File: src/rtl/adc_serial_capture_if.sv
// Signal bundle between the serial ADC capture block, the ADC pins and the downstream filter.
// The master side is the capture block; the slave side is the ADC/consumer environment.
interface adc_serial_capture_if;
  localparam int unsigned DATA_W = 12;

  logic              en;
  logic              adc_sdata;
  logic              adc_cs_n;
  logic              adc_sclk;
  logic [DATA_W-1:0] dout;
  logic              dout_valid;
  logic              frame_err;
  logic              busy;

  modport master (
    input  en, adc_sdata,
    output adc_cs_n, adc_sclk, dout, dout_valid, frame_err, busy
  );

  modport slave (
    output en, adc_sdata,
    input  adc_cs_n, adc_sclk, dout, dout_valid, frame_err, busy
  );
endinterface

File: src/rtl/adc_serial_capture.sv
// Periodic 16-bit serial ADC frame capture with leading-zero frame check
// and offset-binary / two's-complement conversion to a 12-bit signed sample.
module adc_serial_capture #(
  parameter int unsigned CLK_DIV       = 2,
  parameter int unsigned SAMPLE_PERIOD = 100,
  parameter bit          OFFSET_BINARY = 1'b1
) (
  input  logic                  clk,
  input  logic                  rst,
  adc_serial_capture_if.master  bus
);

  localparam int unsigned DIV_W   = 8;
  localparam int unsigned PER_W   = $clog2(SAMPLE_PERIOD);
  localparam int unsigned DATA_W  = 12;
  localparam int unsigned FRAME_W = 16;
  localparam int unsigned BIT_W   = 4;

  typedef enum logic [2:0] {
    IDLE    = 3'd0,
    SETUP   = 3'd1,
    SCLK_LO = 3'd2,
    SCLK_HI = 3'd3,
    DONE    = 3'd4
  } state_t;

  state_t              state_q, state_d;
  logic [PER_W-1:0]    per_cnt_q, per_cnt_d;
  logic [DIV_W-1:0]    div_cnt_q, div_cnt_d;
  logic [BIT_W-1:0]    bit_cnt_q, bit_cnt_d;
  logic [FRAME_W-1:0]  shreg_q, shreg_d;
  logic [DATA_W-1:0]   dout_q, dout_d;
  logic                cs_n_q, cs_n_d;
  logic                sclk_q, sclk_d;
  logic                valid_q, valid_d;
  logic                err_q, err_d;
  logic                busy_q, busy_d;

  logic                start;
  logic                div_last;
  logic [DATA_W-1:0]   raw;
  logic [DATA_W-1:0]   conv;

  assign start    = bus.en && (per_cnt_q == '0) && (state_q == IDLE);
  assign div_last = (div_cnt_q == DIV_W'(CLK_DIV - 1));
  assign raw      = shreg_q[DATA_W-1:0];
  assign conv     = OFFSET_BINARY ? {~raw[DATA_W-1], raw[DATA_W-2:0]} : raw;

  // State and output registers
  always_ff @(posedge clk) begin
    if (rst) begin
      state_q   <= IDLE;
      per_cnt_q <= '0;
      div_cnt_q <= '0;
      bit_cnt_q <= '0;
      shreg_q   <= '0;
      dout_q    <= '0;
      cs_n_q    <= 1'b1;
      sclk_q    <= 1'b1;
      valid_q   <= 1'b0;
      err_q     <= 1'b0;
      busy_q    <= 1'b0;
    end else begin
      state_q   <= state_d;
      per_cnt_q <= per_cnt_d;
      div_cnt_q <= div_cnt_d;
      bit_cnt_q <= bit_cnt_d;
      shreg_q   <= shreg_d;
      dout_q    <= dout_d;
      cs_n_q    <= cs_n_d;
      sclk_q    <= sclk_d;
      valid_q   <= valid_d;
      err_q     <= err_d;
      busy_q    <= busy_d;
    end
  end

  // Next-state logic; pin and status outputs are decoded from the next state
  always_comb begin
    state_d   = state_q;
    div_cnt_d = div_cnt_q;
    bit_cnt_d = bit_cnt_q;
    shreg_d   = shreg_q;
    dout_d    = dout_q;
    valid_d   = 1'b0;
    err_d     = 1'b0;

    if (!bus.en || (per_cnt_q == PER_W'(SAMPLE_PERIOD - 1))) begin
      per_cnt_d = '0;
    end else begin
      per_cnt_d = PER_W'(per_cnt_q + PER_W'(1));
    end

    case (state_q)
      IDLE: begin
        if (start) begin
          state_d   = SETUP;
          div_cnt_d = '0;
          bit_cnt_d = '0;
        end
      end
      SETUP: begin
        if (div_last) begin
          state_d   = SCLK_LO;
          div_cnt_d = '0;
        end else begin
          div_cnt_d = DIV_W'(div_cnt_q + DIV_W'(1));
        end
      end
      SCLK_LO: begin
        // Leaving SCLK_LO is the edge where adc_sclk rises: sample the data bit here
        if (div_last) begin
          state_d   = SCLK_HI;
          div_cnt_d = '0;
          shreg_d   = {shreg_q[FRAME_W-2:0], bus.adc_sdata};
        end else begin
          div_cnt_d = DIV_W'(div_cnt_q + DIV_W'(1));
        end
      end
      SCLK_HI: begin
        if (div_last) begin
          div_cnt_d = '0;
          bit_cnt_d = BIT_W'(bit_cnt_q + BIT_W'(1));
          if (bit_cnt_q == BIT_W'(FRAME_W - 1)) begin
            state_d = DONE;
            if (shreg_q[FRAME_W-1:DATA_W] == '0) begin
              dout_d  = conv;
              valid_d = 1'b1;
            end else begin
              err_d   = 1'b1;
            end
          end else begin
            state_d = SCLK_LO;
          end
        end else begin
          div_cnt_d = DIV_W'(div_cnt_q + DIV_W'(1));
        end
      end
      DONE:    state_d = IDLE;
      default: state_d = IDLE;
    endcase

    cs_n_d = (state_d == IDLE) || (state_d == DONE);
    sclk_d = (state_d != SCLK_LO);
    busy_d = (state_d != IDLE);
  end

  assign bus.adc_cs_n   = cs_n_q;
  assign bus.adc_sclk   = sclk_q;
  assign bus.dout       = dout_q;
  assign bus.dout_valid = valid_q;
  assign bus.frame_err  = err_q;
  assign bus.busy       = busy_q;

endmodule

File: src/flat_wrapper.sv
// flat-port wrapper written by rule: the top's interface ports become plain ports
module adc_serial_capture_flat 
#(
  parameter int unsigned CLK_DIV       = 2,
  parameter int unsigned SAMPLE_PERIOD = 100,
  parameter bit          OFFSET_BINARY = 1'b1
)
  (clk, rst, bus_en, bus_adc_sdata, bus_adc_cs_n, bus_adc_sclk, bus_dout, bus_dout_valid, bus_frame_err, bus_busy);
  adc_serial_capture_if bus_i ();
  input  logic clk;
  input  logic rst;
  input wire logic [$bits(bus_i.en)-1:0] bus_en;
  input wire logic [$bits(bus_i.adc_sdata)-1:0] bus_adc_sdata;
  output wire logic [$bits(bus_i.adc_cs_n)-1:0] bus_adc_cs_n;
  output wire logic [$bits(bus_i.adc_sclk)-1:0] bus_adc_sclk;
  output wire logic [$bits(bus_i.dout)-1:0] bus_dout;
  output wire logic [$bits(bus_i.dout_valid)-1:0] bus_dout_valid;
  output wire logic [$bits(bus_i.frame_err)-1:0] bus_frame_err;
  output wire logic [$bits(bus_i.busy)-1:0] bus_busy;
  assign bus_i.en = bus_en;
  assign bus_i.adc_sdata = bus_adc_sdata;
  assign bus_adc_cs_n = bus_i.adc_cs_n;
  assign bus_adc_sclk = bus_i.adc_sclk;
  assign bus_dout = bus_i.dout;
  assign bus_dout_valid = bus_i.dout_valid;
  assign bus_frame_err = bus_i.frame_err;
  assign bus_busy = bus_i.busy;
  adc_serial_capture #(.CLK_DIV(CLK_DIV), .SAMPLE_PERIOD(SAMPLE_PERIOD), .OFFSET_BINARY(OFFSET_BINARY)) u_core (.clk(clk), .rst(rst), .bus(bus_i));
endmodule
File: config.mk
export PLATFORM = sky130hd
export DESIGN_NAME = adc_serial_capture_flat
export DESIGN_NICKNAME = d
export VERILOG_FILES = /design/src/rtl/adc_serial_capture_if.sv /design/src/rtl/adc_serial_capture.sv /design/src/flat_wrapper.sv
export SDC_FILE = /design/constraint.sdc
export NUM_CORES = 1
export LEC_CHECK = 0
export BUFFER_PORTS_ARGS = -buffer_cell sky130_fd_sc_hd__buf_2
export CORE_MARGIN = 10
export CORE_UTILIZATION = 60
export DETAILED_ROUTE_END_ITERATION = 8
export GPL_ROUTABILITY_DRIVEN = 0
export PLACE_DENSITY = 0.8
export SYNTH_ARGS = -nofsm -noshare
export SYNTH_HDL_FRONTEND = slang
export SYNTH_SLANG_ARGS = --single-unit
File: constraint.sdc
create_clock -name clk -period 2.7 [get_ports clk]
set_input_delay 0.27 -clock clk [delete_from_list [all_inputs] [get_ports clk]]
set_output_delay 0.27 -clock clk [all_outputs]
set_load 0.02 [all_outputs]
==> impl_metrics.env, run 1 <==
export IMPL_critPathLaunchType="flop"
export IMPL_synth_most_common_cell="dfxtp_1"
export IMPL_numCtsBuffers=5
export IMPL_postLayoutCoreUtil_pct=69.36
export IMPL_via_count=1919
export IMPL_min_path_type="input pin to flop"
export IMPL_coreArea_um2=3716
export IMPL_critPathKind="flop to flop"
export IMPL_rows=22
export IMPL_tns_ns=0
export IMPL_worstPathArrival_ns=2.36
export IMPL_synthTopCellsByArea="dfxtp_1 47%, a21oi_1 6.7%, nand2_1 6.3%"
export IMPL_ys_seq_elements=55
export IMPL_async_flop_share_pct=0
export IMPL_clock_sinks=55
export IMPL_insertion_delay_ns=0.31
export IMPL_fin_nets=299
export IMPL_dp_hpwl_um=3204
export IMPL_postCtsSetupRepairBufs=0
export IMPL_syn_inst=273
export IMPL_ys_flop_type="dfxtp_1"
export IMPL_min_period_over_period_pct=78.63
export IMPL_start_util_pct=62.76
export IMPL_synth_top_area_share_pct=47.21
export IMPL_die_y_um=82.35
export IMPL_drive_above_1_share_pct=16.84
export IMPL_grt_pass1_wl_um=7721
export IMPL_diodes=0
export IMPL_cts_root_buf="clkbuf_8"
export IMPL_yosys_top_cells_count="55 x dfxtp_1, 39 x nand2_1, 31 x a21oi_1, 21 x nand3_1, 19 x o21ai_0"
export IMPL_first_pass_iters=4
export IMPL_fmax_mhz=471.0
export IMPL_rsz0062_at_grt="false"
export IMPL_fin_ws_ns=0.5770
export IMPL_synth_seq_area_share_pct=47.21
export IMPL_syn_area_um2=2332
export IMPL_fin_area_um2=2577
export IMPL_critPathMaxFanout=14
export IMPL_hold_viol_final=0
export IMPL_cts_hold_buf=0
export IMPL_leakagePower_nw=0.9038
export IMPL_path_clk_slew_ns=0.10
export IMPL_endpoint_kind="flop"
export IMPL_grt_ovfl_total=0
export IMPL_routedWlPerCell_um=13.44
export IMPL_synth_avg_cell_area_um2=8.543
export IMPL_dieArea_um2=6781
export IMPL_grt_pass1_vias=1673
export IMPL_grt_max_degree=44
export IMPL_grt_total_usage_pct=14.01
export IMPL_dpl_cell_count=331
export IMPL_post_cts_resize_count=0
export IMPL_ioPinCount=21
export IMPL_via_per_inst=5.661
export IMPL_status="complete, no violations"
export IMPL_timing_final_crit_period_ns=2.123
export IMPL_cts_tree="built"
export IMPL_die_w_um=82.35
export IMPL_p_per_area_nw_per_um2=575.5
export IMPL_final_cells=339
export IMPL_yosysWarnings=0
export IMPL_skew_ns=0.01256
export IMPL_required_ns=2.94
export IMPL_report_final_setup_viol=0
export IMPL_io_buffers=20
export IMPL_worst_slew_margin_rel_pct=45.60
export IMPL_tightest_slew_ns=0.8160
export IMPL_htreeDepth=2
export IMPL_peakVddDrop_uv=394.3
export IMPL_cp_slowest_stage_delay_ns=0.49
export IMPL_synth_edf_count=0
export IMPL_clockBufferDepth=2
export IMPL_cpMaxStageDelayCell="nand4_1"
export IMPL_cap_violations=0
export IMPL_path_cells="ha_1 -> nor4b_2 -> nand4_1 -> or3_1 -> a21oi_1"
export IMPL_drc=0
export IMPL_dp_slack_ns=0.6227
export IMPL_synth_top_area_cell="dfxtp_1"
export IMPL_antenna_found_initial=0
export IMPL_synth_fp_nets=282
export IMPL_drt_iter0_drc=133
export IMPL_postPlaceCellArea_um2=2460
export IMPL_areaGrowthSynthToFinish_pct=10.51
export IMPL_synth_cell_type_count=39
export IMPL_ant_nets=0
export IMPL_wl_um=4555
export IMPL_slew_violations=0
export IMPL_regToRegSetupSlack_ns=0.58
[stage by stage]
| step | power, mW | hold slack, ns |
|---|---|---|
| global route | 1.539 | 0.2078 |
| floorplan | 0.9228 | 0.4105 |
| global placement | 0.9481 | 0.4425 |
| detailed placement | 0.9506 | 0.4472 |
| finish | 1.483 | 0.2022 |
| CTS | 1.494 | 0.1944 |
[logic make-up after synthesis]
kind of cell             share of synthesized area (%)
AO/OA/AOI/OAI                                    18.62
XOR/XNOR                                         1.878
adder cells (fa/ha/maj)                          2.682
buffers and inverters                            4.506
flip-flops                                       47.21
AND/OR/NAND/NOR                                  25.11
[worst max-delay path: cells and delay by family, from the launching register on]
family                   cells  cell delay, ns
AO/OA/AOI/OAI                1            0.14
AND/OR/NAND/NOR              3            1.34
flip-flops                   1            0.40
adder cells (fa/ha/maj)      1            0.18
[metal layers]
metal  track usage [%]  share of wire (%)  vias to the layer above
li1                  -                  -                      997
met1             19.60                 48                      866
met2             20.30                 44                       51
met3             3.564                6.4                        5
met4             4.932                1.3                        0
met5                 0                  0                        -
[where the power goes]
part           internal, mW  total [mW]  switching [mW]
logic                0.0354      0.0985          0.0632
registers             0.822       0.833          0.0117
clock network         0.300       0.551           0.251
[flip-flops by register name (all words and copies together), names as in the netlist]
signal	count
u_core.shreg_q	16
u_core.bus.dout	12
u_core.div_cnt_q	8
u_core.per_cnt_q	7
u_core.bit_cnt_q	4
u_core.state_q	3
u_core.bus.adc_cs_n	1
u_core.bus.adc_sclk	1
u_core.bus.busy	1
u_core.bus.dout_valid	1
u_core.bus.frame_err	1
[cell type report]
type,count,area (um2)
clock buffer,6,82.58
clock inverter,2,35.03
fill,314,1139
inverter,7,26.28
multi-input combinational,195,1127
sequential,55,1101
tap,48,60.06
timing repair buffer,26,145.1
[final timing paths]
kind	start	to	cells past startpoint
worst max-delay path	u_core.div_cnt_q[0]	u_core.bus.dout[11]	5
worst min-delay path	bus_adc_sdata	u_core.shreg_q[0]	3
worst min register to register	u_core.per_cnt_q[0]	u_core.per_cnt_q[0]	1
worst max register to register	u_core.div_cnt_q[0]	u_core.bus.dout[11]	5
[cells in the final DEF (no fill, tap or decap), drive strengths merged, types with 3 or more instances in the layout]
master / Yosys / routed
nand3: 21 / 21
nor3: 8 / 8
clkbuf: 11 / 6
ha: 5 / 5
o21ai: 19 / 19
nand2b: 4 / 4
and3: 5 / 5
dfxtp: 55 / 55
nor4: 3 / 3
nor2: 12 / 12
xnor2: 3 / 3
nand2: 39 / 39
buf: 5 / 26
nand4: 5 / 5
or3: 5 / 5
inv: 7 / 7
a21oi: 41 / 41
a31oi: 6 / 6
Note: power is estimated with default switching activity, not from simulation.
==> run 2, diff against run 1 <==
--- a/config.mk
+++ b/config.mk
@@ -7,10 +7,10 @@
 export LEC_CHECK = 0
 export BUFFER_PORTS_ARGS = -buffer_cell sky130_fd_sc_hd__buf_2
 export CORE_MARGIN = 10
-export CORE_UTILIZATION = 60
+export CORE_UTILIZATION = 52
 export DETAILED_ROUTE_END_ITERATION = 8
 export GPL_ROUTABILITY_DRIVEN = 0
-export PLACE_DENSITY = 0.8
+export PLACE_DENSITY = 0.74
 export SYNTH_ARGS = -nofsm -noshare
 export SYNTH_HDL_FRONTEND = slang
 export SYNTH_SLANG_ARGS = --single-unit
==> constraint.sdc (replaced) <==
create_clock -name clk -period 1.8 [get_ports clk]
set_input_delay 0.18 -clock clk [delete_from_list [all_inputs] [get_ports clk]]
set_output_delay 0.18 -clock clk [all_outputs]
set_load 0.02 [all_outputs]
==> run 2 against run 1 <==
  * Core utilization shrank 6.0 points
  * Non-clock buffer count grew 17
  * Maximum frequency grew 19%
  * Sequential share of layout area shrank 2.7 points
  * Highest routed layer unchanged
  * Critical endpoint is now u_core.bus.adc_sclk
  * First-iteration DRC count shrank 34%
  * Worst hold slack lost 0.098 ns
  * Power grew 46%
  * Combinational power grew 95%
  * Largest power group unchanged
  * Die area grew 12%
  * Largest cell class unchanged
  * Via count grew 4.6%
  * Count of clock-buffer cells in the layout shrank 1
  * Register-to-register slack lost 0.56 ns
==> impl_metrics.env, run 2 (synthesis results as in run 1) <==
export IMPL_grt_pass1_vias=1816
export IMPL_worstPathArrival_ns=1.98
export IMPL_p_per_area_nw_per_um2=786.0
export IMPL_ioPinCount=21
export IMPL_numCtsBuffers=5
export IMPL_worst_slew_margin_rel_pct=71.05
export IMPL_path_clk_slew_ns=0.10
export IMPL_min_period_over_period_pct=99.04
export IMPL_critPathLaunchType="flop"
export IMPL_cap_violations=0
export IMPL_start_util_pct=53.56
export IMPL_cpMaxStageDelayCell="or4b_4"
export IMPL_io_buffers=20
export IMPL_fill_cells=383
export IMPL_cts_hold_buf=0
export IMPL_p_total_mw=2.168
export IMPL_whs_ns=0.1039
export IMPL_htreeDepth=2
export IMPL_postCtsSetupRepairBufs=0
export IMPL_endpoint_kind="flop"
export IMPL_wl_um=4827
export IMPL_ant_nets=0
export IMPL_drive_above_1_share_pct=24.35
export IMPL_first_pass_iters=4
export IMPL_largest_reg_flops=16
export IMPL_postPlaceCellArea_um2=2605
export IMPL_antenna_found_initial=0
export IMPL_via_count=2007
export IMPL_grt_max_degree=25
export IMPL_die_y_um=86.97
export IMPL_grt_pass1_wl_um=8411
export IMPL_tightest_slew_ns=0.4309
export IMPL_postLayoutCoreUtil_pct=63.36
export IMPL_fin_area_um2=2759
export IMPL_drt_iter0_drc=88
export IMPL_clockBufferDepth=2
export IMPL_final_cell_mix="53 x dfxtp_1, 39 x nand2_1, 28 x a21oi_1"
export IMPL_grt_total_usage_pct=13.32
export IMPL_fin_ws_ns=0.01733
export IMPL_status="complete, no violations"
export IMPL_cp_slowest_stage_delay_ns=0.50
export IMPL_skew_ns=0.01186
export IMPL_seqCellArea_um2=1104
export IMPL_fin_nets=316
export IMPL_drc=0
export IMPL_timing_final_crit_period_ns=1.783
export IMPL_fmax_mhz=561.0
export IMPL_routedWlPerCell_um=13.41
export IMPL_top_register="u_core.shreg_q"
export IMPL_cts_tree="built"
export IMPL_rows=24
export IMPL_critPathKind="flop to flop"
export IMPL_dp_slack_ns=-0.05701
export IMPL_final_common_cell="dfxtp_1"
export IMPL_rsz0062_at_grt="true"
export IMPL_peakVddDrop_uv=682.8
export IMPL_grt_ovfl_total=0
export IMPL_critPathMaxFanout=3
export IMPL_insertion_delay_ns=0.32
export IMPL_areaGrowthSynthToFinish_pct=18.29
export IMPL_min_path_type="input pin to flop"
export IMPL_cts_root_buf="clkbuf_8"
export IMPL_dieArea_um2=7564
export IMPL_hold_viol_final=0
export IMPL_worst_path_buf_inv=1
export IMPL_required_ns=2.00
export IMPL_cp_top_family="simple AND/OR/NAND/NOR gates"
export IMPL_slew_violations=0
export IMPL_via_per_inst=5.575
export IMPL_die_w_um=86.97
export IMPL_clock_sinks=55
export IMPL_report_final_setup_viol=0
export IMPL_dp_hpwl_um=3399
export IMPL_multi_input_area_um2=1179
export IMPL_path_cells="inv_2 -> ha_4 -> or4b_4 -> nor3_4 -> a2bb2oi_2 -> or3_1"
export IMPL_coreArea_um2=4354
export IMPL_diodes=0
export IMPL_leakagePower_nw=0.9852
-- run 2: cell types whose count changed in the layout (fill, tap and decap cells not counted), sizes merged --
cell | before | now
buf | 26 | 43
bufinv | 1 | 0
clkbuf | 6 | 5
clkinv | 1 | 0
clkinvlp | 0 | 1
inv | 7 | 9
-- run 2: what timing repair did --
item,4_1_cts,5_1_grt
pin swaps,0,4
gates cloned,0,0
endpoints found under the hold margin,0,0
gates resized for setup,2,11
setup endpoints to repair,4,18
-- run 2: area by class of cell --
class | instances | area share, %
multi-input cells | 195 | 42.72
flip-flops and latches | 55 | 40.00
repair buffers | 43 | 10.48
clock buffers | 5 | 2.494
well taps | 52 | 2.358
clock inverters | 3 | 0.9977
inverters | 7 | 0.9524
-- run 2: path summary, 6_finish.rpt --
kind	from	to	slack [ns]	cells past startpoint
setup / recovery	u_core.div_cnt_q[1]	u_core.bus.adc_sclk	0.02	6
hold / removal	bus_adc_sdata	u_core.shreg_q[0]	0.10	3
setup reg to reg	u_core.div_cnt_q[1]	u_core.bus.adc_sclk	0.02	6
hold reg to reg	u_core.bus.dout[2]	u_core.bus.dout[2]	0.47	2
-- run 2: worst reg2reg max path, delay by kind of cell, from the launching register on --
family | cells | cell delay (ns)
buffers and inverters | 1 | 0.06
flip-flops | 1 | 0.33
AO/OA/AOI/OAI | 1 | 0.07
AND/OR/NAND/NOR | 3 | 1.09
adder cells (fa/ha/maj) | 1 | 0.12
-- run 2: power breakdown --
group	internal, mW	switching (mW)
registers	1.23	0.0121
clock network	0.289	0.441
logic	0.0798	0.112
total	1.60	0.566
-- run 2: per-stage QoR --
stage	cells	setup TNS, ns
3_3_place_gp	352	0
4_1_cts	360	0
6_report	360	0
3_5_place_dp	352	-0.1119
2_1_floorplan	273	0
5_1_grt	360	-0.05274
-- run 2: layer usage --
| metal | up-vias | part of all wire (%) | track usage, % |
|---|---|---|---|
| li1 | 1033 | - | - |
| met1 | 943 | 49 | 16.99 |
| met2 | 25 | 45 | 20.92 |
| met3 | 6 | 4.5 | 3.933 |
| met4 | 0 | 1.2 | 4.271 |
| met5 | - | 0 | 0 |
